**src/rtl/io_rx_fifo.sv**
```systemverilog
// io_rx_fifo
// Byte-wide receive FIFO sitting between the UART receiver and the memory
// read path. The read controller maps io_fifo_empty to 0x80000020 and
// io_fifo_dout to 0x80000024; a load from 0x80000024 pops the head entry.
// Writes attempted while full are dropped and recorded in a sticky flag.
//
// Optional feature macro: IO_RX_FIFO_DROP_CNT_EN
//   defined   - drop_count is a saturating 8-bit count of dropped writes
//   undefined - no counter register, drop_count is tied to 0
//
// Parameters:
//   DEPTH_LOG2    log2 of the entry count (1..8)
//   WIDTH         entry width in bits
// Ports:
//   clk           system clock, rising edge
//   rst_n         asynchronous active-low reset
//   wr_valid      producer presents wr_data this cycle
//   wr_data       entry to enqueue
//   wr_ready      high when not full
//   ld_valid      core has a valid load in the memory stage
//   ld_addr       effective address of that load
//   io_fifo_empty high when occupancy is zero
//   io_fifo_dout  head entry, 0 when empty (first-word-fall-through)
//   io_fifo_count current occupancy
//   overflow      sticky: a write was attempted while full
//   overflow_clr  clears overflow (and drop_count when built)
//   drop_count    saturating count of dropped writes
module io_rx_fifo #(
  parameter int DEPTH_LOG2 = 3,
  parameter int WIDTH      = 8
) (
  input  logic                  clk,
  input  logic                  rst_n,
  input  logic                  wr_valid,
  input  logic [WIDTH-1:0]      wr_data,
  output logic                  wr_ready,
  input  logic                  ld_valid,
  input  logic [31:0]           ld_addr,
  output logic                  io_fifo_empty,
  output logic [WIDTH-1:0]      io_fifo_dout,
  output logic [DEPTH_LOG2:0]   io_fifo_count,
  output logic                  overflow,
  input  logic                  overflow_clr,
  output logic [7:0]            drop_count
);

  localparam int                  DEPTH      = 1 << DEPTH_LOG2;
  localparam logic [31:0]         POP_ADDR   = 32'h8000_0024;
  localparam logic [DEPTH_LOG2:0] FULL_COUNT = (DEPTH_LOG2 + 1)'(DEPTH);
  localparam logic [DEPTH_LOG2:0] CNT_ONE    = (DEPTH_LOG2 + 1)'(1);
  localparam logic [DEPTH_LOG2-1:0] PTR_ONE  = DEPTH_LOG2'(1);

  logic [WIDTH-1:0]      mem [DEPTH];
  logic [DEPTH_LOG2-1:0] wptr;
  logic [DEPTH_LOG2-1:0] rptr;
  logic [DEPTH_LOG2:0]   count;
  logic                  push;
  logic                  pop;
  logic                  drop;

  // Status flags decode from the registered count only, so there is no
  // combinational path from any input to wr_ready/empty/count.
  assign wr_ready      = (count != FULL_COUNT);
  assign io_fifo_empty = (count == '0);
  assign io_fifo_count = count;
  assign io_fifo_dout  = io_fifo_empty ? '0 : mem[rptr];

  // A pop needs the exact data address; the status address never pops.
  // Pop is gated by empty, so a load racing the first push returns 0.
  assign push = wr_valid && wr_ready;
  assign pop  = ld_valid && (ld_addr == POP_ADDR) && !io_fifo_empty;
  assign drop = wr_valid && !wr_ready;

  // Storage is deliberately left unreset; count gates its visibility.
  always_ff @(posedge clk) begin
    if (push) begin
      mem[wptr] <= wr_data;
    end
  end

  // Pointers wrap naturally because the depth is a power of two.
  always_ff @(posedge clk or negedge rst_n) begin
    if (!rst_n) begin
      wptr  <= '0;
      rptr  <= '0;
      count <= '0;
    end else begin
      if (push) wptr <= wptr + PTR_ONE;
      if (pop)  rptr <= rptr + PTR_ONE;
      case ({push, pop})
        2'b10:   count <= count + CNT_ONE;
        2'b01:   count <= count - CNT_ONE;
        default: count <= count;
      endcase
    end
  end

  // Set has priority over clear so a drop in the clearing cycle is not lost.
  always_ff @(posedge clk or negedge rst_n) begin
    if (!rst_n) begin
      overflow <= 1'b0;
    end else if (drop) begin
      overflow <= 1'b1;
    end else if (overflow_clr) begin
      overflow <= 1'b0;
    end
  end

`ifdef IO_RX_FIFO_DROP_CNT_EN
  logic [7:0] drop_cnt_q;

  // Clearing restarts the count, counting a drop in the same cycle as 1.
  always_ff @(posedge clk or negedge rst_n) begin
    if (!rst_n) begin
      drop_cnt_q <= 8'd0;
    end else if (overflow_clr) begin
      drop_cnt_q <= drop ? 8'd1 : 8'd0;
    end else if (drop && drop_cnt_q != 8'hFF) begin
      drop_cnt_q <= drop_cnt_q + 8'd1;
    end
  end

  assign drop_count = drop_cnt_q;
`else
  assign drop_count = 8'd0;
`endif

endmodule
```
**config.mk**
```make
export PLATFORM = sky130hd
export DESIGN_NAME = io_rx_fifo
export DESIGN_NICKNAME = d
export VERILOG_FILES = /design/src/rtl/io_rx_fifo.sv
export SDC_FILE = /design/constraint.sdc
export NUM_CORES = 1
export LEC_CHECK = 0
export CORE_MARGIN = 2
export CORE_UTILIZATION = 44
export CTS_BUF_LIST = sky130_fd_sc_hd__clkbuf_16
export CTS_CLUSTER_DIAMETER = 150
export CTS_CLUSTER_SIZE = 24
export DETAILED_ROUTE_END_ITERATION = 6
export GPL_TIMING_DRIVEN = 1
export PLACE_DENSITY = 0.82
export RECOVER_POWER = 100
export REMOVE_ABC_BUFFERS = 1
export SLEW_MARGIN = 20
export SYNTH_ARGS = -nofsm -noshare
export SYNTH_HDL_FRONTEND = slang
export SYNTH_SLANG_ARGS = --single-unit
export TNS_END_PERCENT = 50
```
**constraint.sdc**
```tcl
create_clock -name clk -period 2.1 [get_ports clk]
set_input_delay 0.21 -clock clk [delete_from_list [all_inputs] [get_ports clk]]
set_output_delay 0.21 -clock clk [all_outputs]
set_load 0.02 [all_outputs]
```
### Word-level counts from Yosys, hierarchy flattened

Memory sizes are Yosys's and may differ from the RTL's.
Index checks and enable logic that the tools add are counted.
Widths: inputs -> output; s select.

| cells by class | value |
|---|---|
| equal/unequal tests | 4 |
| muxes and demuxes | 6 |
| reductions and logical operators | 9 |
| add/sub/neg operators | 4 |

Operator list:

| kind | count |
|---|---|
| $eq 32x32->1 const B | 1 |
| $mux 8 | 1 |
| $pmux 4 s2 | 1 |
| $add 3x1->3 const B | 2 |
| $add 4x1->4 const B | 1 |
| $logic_and 1x1->1 | 4 |
| $logic_not 4->1 | 1 |
| $mux 1 | 4 |
| $ne 4x4->1 const B | 1 |
| $reduce_bool 2->1 | 2 |
| $sub 4x1->4 const B | 1 |
| $eq 2x1->1 const B | 1 |
| $eq 2x2->1 const B | 1 |
| $logic_not 1->1 | 2 |

| word-level totals | value |
|---|---|
| output and inout port bits | 23 |
| logic and storage cells | 28 |
| memories | 1 |
| bits in writable memories | 64 |
| register bits after elaboration | 11 |

Memory list:

| name | depth | bits a word | read ports | clocked after Yosys merged registers in | wr ports | line | source |
|---|---|---|---|---|---|---|---|
| mem | 8 | 8 | 1 | 0 | 1 | 53 | `logic [WIDTH-1:0] mem [DEPTH];` |

### Depth between registers and ports, before layout

Gate-level depths: netlist of run 1.

| logic depth | value |
|---|---|
| depth after elaboration | 5 |
| depth in mapped cells | 11 |
| depth with buffers taken out | 11 |

### Worst setup path before layout of run 1

OpenSTA, ideal clock, no wires.

| path | value |
|---|---|
| path kind | register -> register |
| start point | reg count[3] (netlist: io_fifo_count[3]) |
| end point | reg count[3] (netlist: io_fifo_count[3]) |
| clock period less this slack | 2597 ps |
| cell stages (with the launch flop) | 11 |
| path slack | -497 ps |
| path buffers | 1 |
| arrival time | 2464 ps |
| required time | 1966 ps |
| path through | dfrtp_1 -> nor4_1 -> clkbuf_1 -> nor4bb_1 -> ha_1 -> ha_1 -> a21o_1 -> a21oi_1 -> xnor2_1 -> nor2_1 -> xor2_1 |

| on the way | value |
|---|---|
| longest elaborated chain between the ends | 5 |

RTL lines:

| item | line | source |
|---|---|---|
| start: declaration | 56 | `logic [DEPTH_LOG2:0] count;` |
| start signal: assignment | 91 | `2'b10: count <= count + CNT_ONE;` |
| start signal: assignment | 92 | `2'b01: count <= count - CNT_ONE;` |
| start signal: assignment | 93 | `default: count <= count;` |
| $logic_not 4->1 * | 64 | `assign io_fifo_empty = (count == '0);` |
| net io_fifo_empty | 39 | `output logic io_fifo_empty,` |
| $logic_not 1->1 * | 71 | `assign pop = ld_valid && (ld_addr == POP_ADDR) && !io_fifo_empty;` |
| $logic_and 1x1->1 * | 71 |  |
| net pop | 58 | `logic pop;` |
| $eq 2x1->1 / $eq 2x2->1 (equally long branches) | 90 | `case ({push, pop})` |
| $pmux 4 s2 / $reduce_bool 2->1 (equally long branches) | - |  |

The timed path passes the listed nets; every way through them passes the cells marked *.
A chain may end at the register's enable or synchronous reset.

### Final worst setup path of run 1

| path | value |
|---|---|
| start point | reg count[2] (netlist: io_fifo_count[2]) |
| end point | reg count[3] (netlist: io_fifo_count[3]) |

| on the way | value |
|---|---|
| longest elaborated chain between the ends | 5 |

RTL lines:

| item | line |
|---|---|
| $logic_not 4->1 * | 64 |
| $logic_not 1->1 * | 71 |
| $logic_and 1x1->1 * | 71 |
| net pop | 58 |
| $eq 2x1->1 / $eq 2x2->1 (equally long branches) | 90 |
| $pmux 4 s2 / $reduce_bool 2->1 (equally long branches) | - |

Marks and branches as above.

==> summary.txt, run 1 <==
GRT
  – Total gr overflow: 0
  – Tot GR Track Use: 20.6%
  – Largest net degree at the start of global routing: 19
  – Vias in the first global route: around 2200
  – M1 GR Usage: 24.6%
  – Met2 usage: 36.8%
  – Busiest layer in global routing: met2
  – Met3 Track Usage GR: about 4.2%
  – Initial antenna violation count: 0
  – First-pass GRT wire length: between 10000 and 15000 um

Power
  – Pwr per Cell Area: 1000 nW/um2
  – Total power: around 4.7 mW
  – VDD IR-drop max: 519 uV
  – P_leak: between 1.5 and 2 nW

Timing
  – Unrepaired setup endpoints after global routing: yes
  – Final hold vios: 0
  – Tcrit/Tclk final: 103%
  – Max_slew headroom: 64.9%
  – Final min period: 2.16 ns
  – Setup Viol. Count Final: 2
  – Max-slew violation count: 0
  – PnR worst setup slack: -0.0630 ns
  – Sum Neg Setup Slack: -0.0995 ns
  – Max Clk Rate: approximately 460 MHz
  – Clk_skew: 0.00573 ns
  – Worst Tran Pin Value: 0.525 ns

Synthesis
  – Register area share after synthesis: between 60% and 70%
  – Mean Syn Cell Area: 17.2 um2
  – Yosys reg bits: 75
  – Synth area leader: edfxtp_1
  – Mapped Cells: 187
  – Share of the synthesized area in the top cell type: 59.8%
  – Synth cell types: 33
  – Synth warnings: 0
  – Mapped Area: between 3000 and 4000 um2
  – Synth area leaders: edfxtp_1, mux4_2, dfrtp_1

Die
  – Die Y-Extent: 89.5 um
  – IO Pins: 68
  – Rows: 31
  – Full die area: around 8000 um2
  – Initial Util: between 40% and 50%
  – Die width: roughly 89 um
  – Core Footprint: 7180 um2

Clock tree
  – Clock slew at reported path FFs: 0.05 ns
  – Hold-fix buffers, CTS: 0
  – Worst skew pair latency: 0.33 ns
  – Root Driver: clkbuf_16
  – CTS Sinks: 75
  – H-tree Lvls: 3
  – Total CTS buffers: 9
  – Max Root-Sink Buffers: 2
  – TritonCTS clock tree: yes

Setup path
  – Critical path's slowest cell: dfrtp_1
  – Crit path launch type: flop
  – Crit-path max cell delay: 0.44 ns
  – R2R depth: 9
  – Crit path arrival time: 2.41 ns
  – Crit path cell chain: nor4_4 > nor4bb_4 > ha_2 > ha_4 > a21o_1 > a21oi_2 > xnor2_1 > nor2_1 > xor2_1
  – Max FO, Critical Path: 3
  – Worst Path Buf+Inv: 0
  – Setup slack, reg-to-reg: -0.06 ns
  – Crit path max-delay family: simple AND/OR/NAND/NOR gates
  – Crit. path cell count: 9
  – Critical Path RT: 2.34 ns
  – CP Class: reg -> reg
  – Worst Setup End Kind: flop

Placement
  – Setup WS pre-CTS: -0.776 ns
  – IO buf count: 59
  – Gpl congestion: around 0.80
  – Hpwl dp: approximately 4400 um
  – Post-DP Area: between 4000 and 5000 um2

Drt
  – DR WL/cell: 19.2 um
  – DR iter-0 viols: approximately 180
  – 1st-pass router iterations: 5
  – Final wirelength: 7940 um
  – Antenna Nets Post-Route: 0
  – Vias per inst: 5.04
  – Via Count: 2083
  – DRC: 0

Flow run
  – Max-Cap Viols: 0

Status
  – Failing checks: setup timing
  – Status: finished, violations left

Final layout
  – Core Util, Final: about 65%
  – Layout net count: 361
  – Final Instance Area: 4660 um2
  – Sequential standard cell area: 2200 um2
  – Fraction of layout cells with a size suffix above 1: between 40% and 50%
  – Synth-to-Final Area Change: 44.9%
  – Area of the multi-input gates: 1090 um2
  – Filler cells: 487
  – # diodes: 0

Min path
  – Path category of the worst min-delay check: in -> async
## cell usage after synthesis
library cell  count
mux2i_1           9
a21oi_1           1
fa_1              1
nand4_2           1
buf_4             9
nor4bb_1          2
edfxtp_1         64
buf_2             1
nand3_1           4
o21ai_0           2
dfrtp_1          11
inv_1             4
nor3_1            4
nor2_1           18
clkbuf_1          1
mux4_2           16
mux2_4            1
xor2_1            3
mux2_2            1
a21o_1            1
clkbuf_2          1
nand2b_1          2
nand3b_1          1
nor4_1            5
xnor2_1           4
nand2_1           8
conb_1            1
or2_2             1
ha_1              5
nor4_4            1
nand4_1           1
nor4_2            1
buf_1             2
## registers in the layout, indices dropped and copies added (netlist names)
signal         count
wptr               3
io_fifo_count      4
overflow           1
rptr               3
mem               64
## per-stage QoR
| step | instances | hold WS, ns |
|---|---|---|
| 3_5_place_dp | 368 | 0.524 |
| 3_3_place_gp | 368 | 0.505 |
| 2_1_floorplan | 180 | -0.0856 |
| 4_1_cts | 411 | 0.236 |
| 5_1_grt | 413 | 0.345 |
| 6_report | 413 | 0.298 |
## placed cells by master (no fill, tap or decap), types with 6 or more instances in the layout
cell,n
clkbuf_16,9
nor2_1,15
dfrtp_1,10
clkdlybuf4s15_1,7
clkdlybuf4s50_1,6
dlymetal6s2s_1,7
mux2i_1,9
clkbuf_2,19
conb_1,8
nand2_1,8
edfxtp_1,64
mux4_2,16
dlygate4sd3_1,13
buf_2,7
buf_4,46
## repair_timing
action	in CTS	in global routing
buffers inserted	28	5
pin swaps	18	24
endpoints found under the hold margin	0	0
setup endpoints to repair	12	12
gates resized for setup	65	61
cloned	0	0
## cell type report
cell class	count	area share, %
Timing Repair Buffer	119	20.2
Sequential cell	75	47.2
Tap cell	99	2.66
Multi-Input combinational cell	101	23.4
Clock inverter	6	1.42
Clock buffer	9	4.83
Inverter	4	0.322
## logic make-up (layout without fill, tap and decap cells)
group	count (synthesis)	count (layout)	share of synthesized area, %
AO/OA/AOI/OAI	4	4	0.700
buffers and inverters	18	138	3.23
multiplexers	27	27	14.8
flip-flops	75	75	68.3
XOR/XNOR	7	7	1.91
other	1	8	0.117
AND/OR/NAND/NOR	49	49	8.33
adder cells (fa/ha/maj)	6	6	2.57
## where the power goes
part           switching, mW  internal, mW  total (mW)
Sequential             0.155          1.88        2.04
Combinational          0.629         0.500        1.13
Clock                  0.582         0.914        1.50
## layer usage
metal | routed length, um | vias up
met5 | 0 | -
met4 | 229 | 0
met3 | 552 | 17
met2 | 4320 | 89
met1 | 2830 | 1024
li1 | - | 953
## worst paths after layout
check / from / endpoint
setup / recovery: io_fifo_count[2] / io_fifo_count[3]
hold / removal: rst_n / overflow
setup reg to reg: io_fifo_count[2] / io_fifo_count[3]
hold reg to reg: overflow / overflow
max in group asynchronous: rst_n / io_fifo_count[0]
min in group clk: overflow_clr / overflow
(Power assumes the default switching activity.)
==> run 2: changes to the inputs <==
--- a/config.mk
+++ b/config.mk
@@ -12,7 +12,7 @@
 export CTS_CLUSTER_SIZE = 24
 export DETAILED_ROUTE_END_ITERATION = 6
 export GPL_TIMING_DRIVEN = 1
-export PLACE_DENSITY = 0.82
+export PLACE_DENSITY = 0.73
 export RECOVER_POWER = 100
 export REMOVE_ABC_BUFFERS = 1
 export SLEW_MARGIN = 20
==> summary.txt, run 2 (same netlist as run 1, synthesis figures left out) <==
Timing
  – Max_slew headroom: 66.3%
  – Tcrit/Tclk final: 102%
  – Clk_skew: 0.00494 ns
  – Max-slew violation count: 0
  – Max Clk Rate: about 470 MHz
  – Worst Tran Pin Value: 0.503 ns
  – Final min period: ~2.1 ns
  – Setup Viol. Count Final: 4
  – Unrepaired setup endpoints after global routing: yes
  – PnR worst setup slack: -0.0334 ns
  – Final hold vios: 0

Clock tree
  – CTS Sinks: 75
  – Clock slew at reported path FFs: approximately 0.060 ns
  – H-tree Lvls: 3
  – Root Driver: clkbuf_16
  – Total CTS buffers: 9
  – Max Root-Sink Buffers: 2
  – TritonCTS clock tree: yes
  – Hold-fix buffers, CTS: 0
  – Worst skew pair latency: between 0.3 and 0.4 ns

Final layout
  – Most frequent cells in the layout: edfxtp_1, buf_4, nor2_1, mux4_2, dlygate4sd3_1
  – Leading cell type in the layout, fill and taps excluded: edfxtp_1
  – Fraction of layout cells with a size suffix above 1: a little under two fifths
  – Largest Register: mem
  – Synth-to-Final Area Change: 44.4%
  – Post-Layout Cell Count: 405
  – Final Instance Area: around 4600 um2
  – # diodes: 0
  – Layout net count: between 300 and 400
  – Max reg flops: 64

Setup path
  – Top cell by count, worst path: nor2_1
  – CP Class: in -> reg
  – Crit path max-delay family: simple AND/OR/NAND/NOR gates
  – Worst Setup End Kind: flop
  – Worst Path Buf+Inv: 1
  – Max FO, Critical Path: 2
  – Crit path launch type: input port
  – Critical Path RT: 2.31 ns
  – Crit path arrival time: 2.34 ns
  – Critical path's slowest cell: clkdlybuf4s50_1
  – Crit path cell chain: clkdlybuf4s50_1 > nor4_2 > nand2_1 > nor2_1 > nor4bb_4 > ha_2 > ha_4 > a21o_1 > a21oi_2 > xnor2_1 > nor2_1 > xor2_1
  – Crit-path max cell delay: 0.42 ns

GRT
  – Tot GR Track Use: 19.1%
  – Total gr overflow: 0
  – Vias in the first global route: between 1500 and 2000
  – Met2 usage: 32.5%
  – Met3 Track Usage GR: under 10%
  – Busiest layer in global routing: met2
  – M1 GR Usage: 23.7%
  – First-pass GRT wire length: 10600 um
  – Initial antenna violation count: 0
  – Largest net degree at the start of global routing: 16

Die
  – Die width: between 80 and 90 um
  – Rows: 31
  – Initial Util: between 40 and 50%
  – Full die area: 8010 um2
  – IO Pins: 68
  – Die Y-Extent: 89.5 um
  – Core Footprint: about 7200 um2

Power
  – VDD IR-drop max: about 570 uV
  – Pwr per Cell Area: 993 nW/um2
  – Total power: 4.61 mW
  – P_leak: 1.73 nW

Placement
  – IO buf count: 59
  – Dpl cells: 370
  – Hpwl dp: 4510 um
  – Setup WS pre-CTS: -0.664 ns
  – Post-DP Area: 4130 um2
  – Gpl congestion: between 0.7 and 0.8

Drt
  – 1st-pass router iterations: 4
  – DR iter-0 viols: 149
  – Via Count: 2020
  – Final wirelength: ~7300 um
  – Vias per inst: approximately 5.0
  – DR WL/cell: 18.0 um
  – Antenna Nets Post-Route: 0
  – DRC: 0

Status
  – Failing checks: setup timing
  – Status: finished, violations left

Flow run
  – Max-Cap Viols: 0

Min path
  – Path category of the worst min-delay check: in -> async
## run 2: cell type report
cell class                 instances  area (um2)
timing repair buffer             110         941
multi-input combinational        101        1080
tap                               99         124
fill                             481        2530
inverter                           4        15.0
clock inverter                     7        58.8
sequential                        75        2200
clock buffer                       9         225
## run 2: final timing paths
kind / startpoint / to / slack (ns) / cells past startpoint
max: ld_addr[1] / io_fifo_count[3] / -0.03 / 12
min: rst_n / rptr[2] / 0.29 / 1
max reg2reg: io_fifo_count[1] / io_fifo_count[3] / 0.03 / 9
min reg2reg: overflow / overflow / 0.53 / 2
max in group asynchronous: rst_n / io_fifo_count[0] / 1.45 / 1
min in group clk: ld_addr[7] / rptr[2] / 0.41 / 6
## run 2: worst reg2reg max path, delay by kind of cell, from the launching register on
| kind | cells | cell delay [ns] |
|---|---|---|
| DFF | 1 | 0.45 |
| adders and majority gates | 2 | 0.43 |
| AOI/OAI and AO/OA | 2 | 0.32 |
| and+or+nand+nor | 3 | 0.51 |
| xor gates and xnor gates | 2 | 0.26 |
## run 2: what timing repair did
action,4_1_cts,5_1_grt
cloned,1,0
setup endpoints to repair,12,15
buffers inserted,16,3
pin swaps,18,19
gates resized for setup,61,37
## run 2: layer usage
layer | wire, um | vias up
met5 | 0 | -
met4 | 189 | 0
met3 | 406 | 14
met2 | 3860 | 66
met1 | 2840 | 998
li1 | - | 942
## run 2: power by group
part | switching, mW | internal (mW) | leakage (nW)
sequential | 0.157 | 1.89 | 0.716
combinational | 0.619 | 0.514 | 0.879
clock | 0.614 | 0.819 | 0.139
total | 1.39 | 3.22 | 1.73
## run 2: stage by stage
step                utilization (%)  hold slack (ns)  TNS, ns
finish                         64.7            0.286  -0.0893
global route                   64.7            0.327   -0.522
CTS                            63.9            0.231   -0.118
detailed placement             57.5            0.525    -1.72
global placement               57.5            0.503    -1.51
floorplan                         -          -0.0856    -9.32
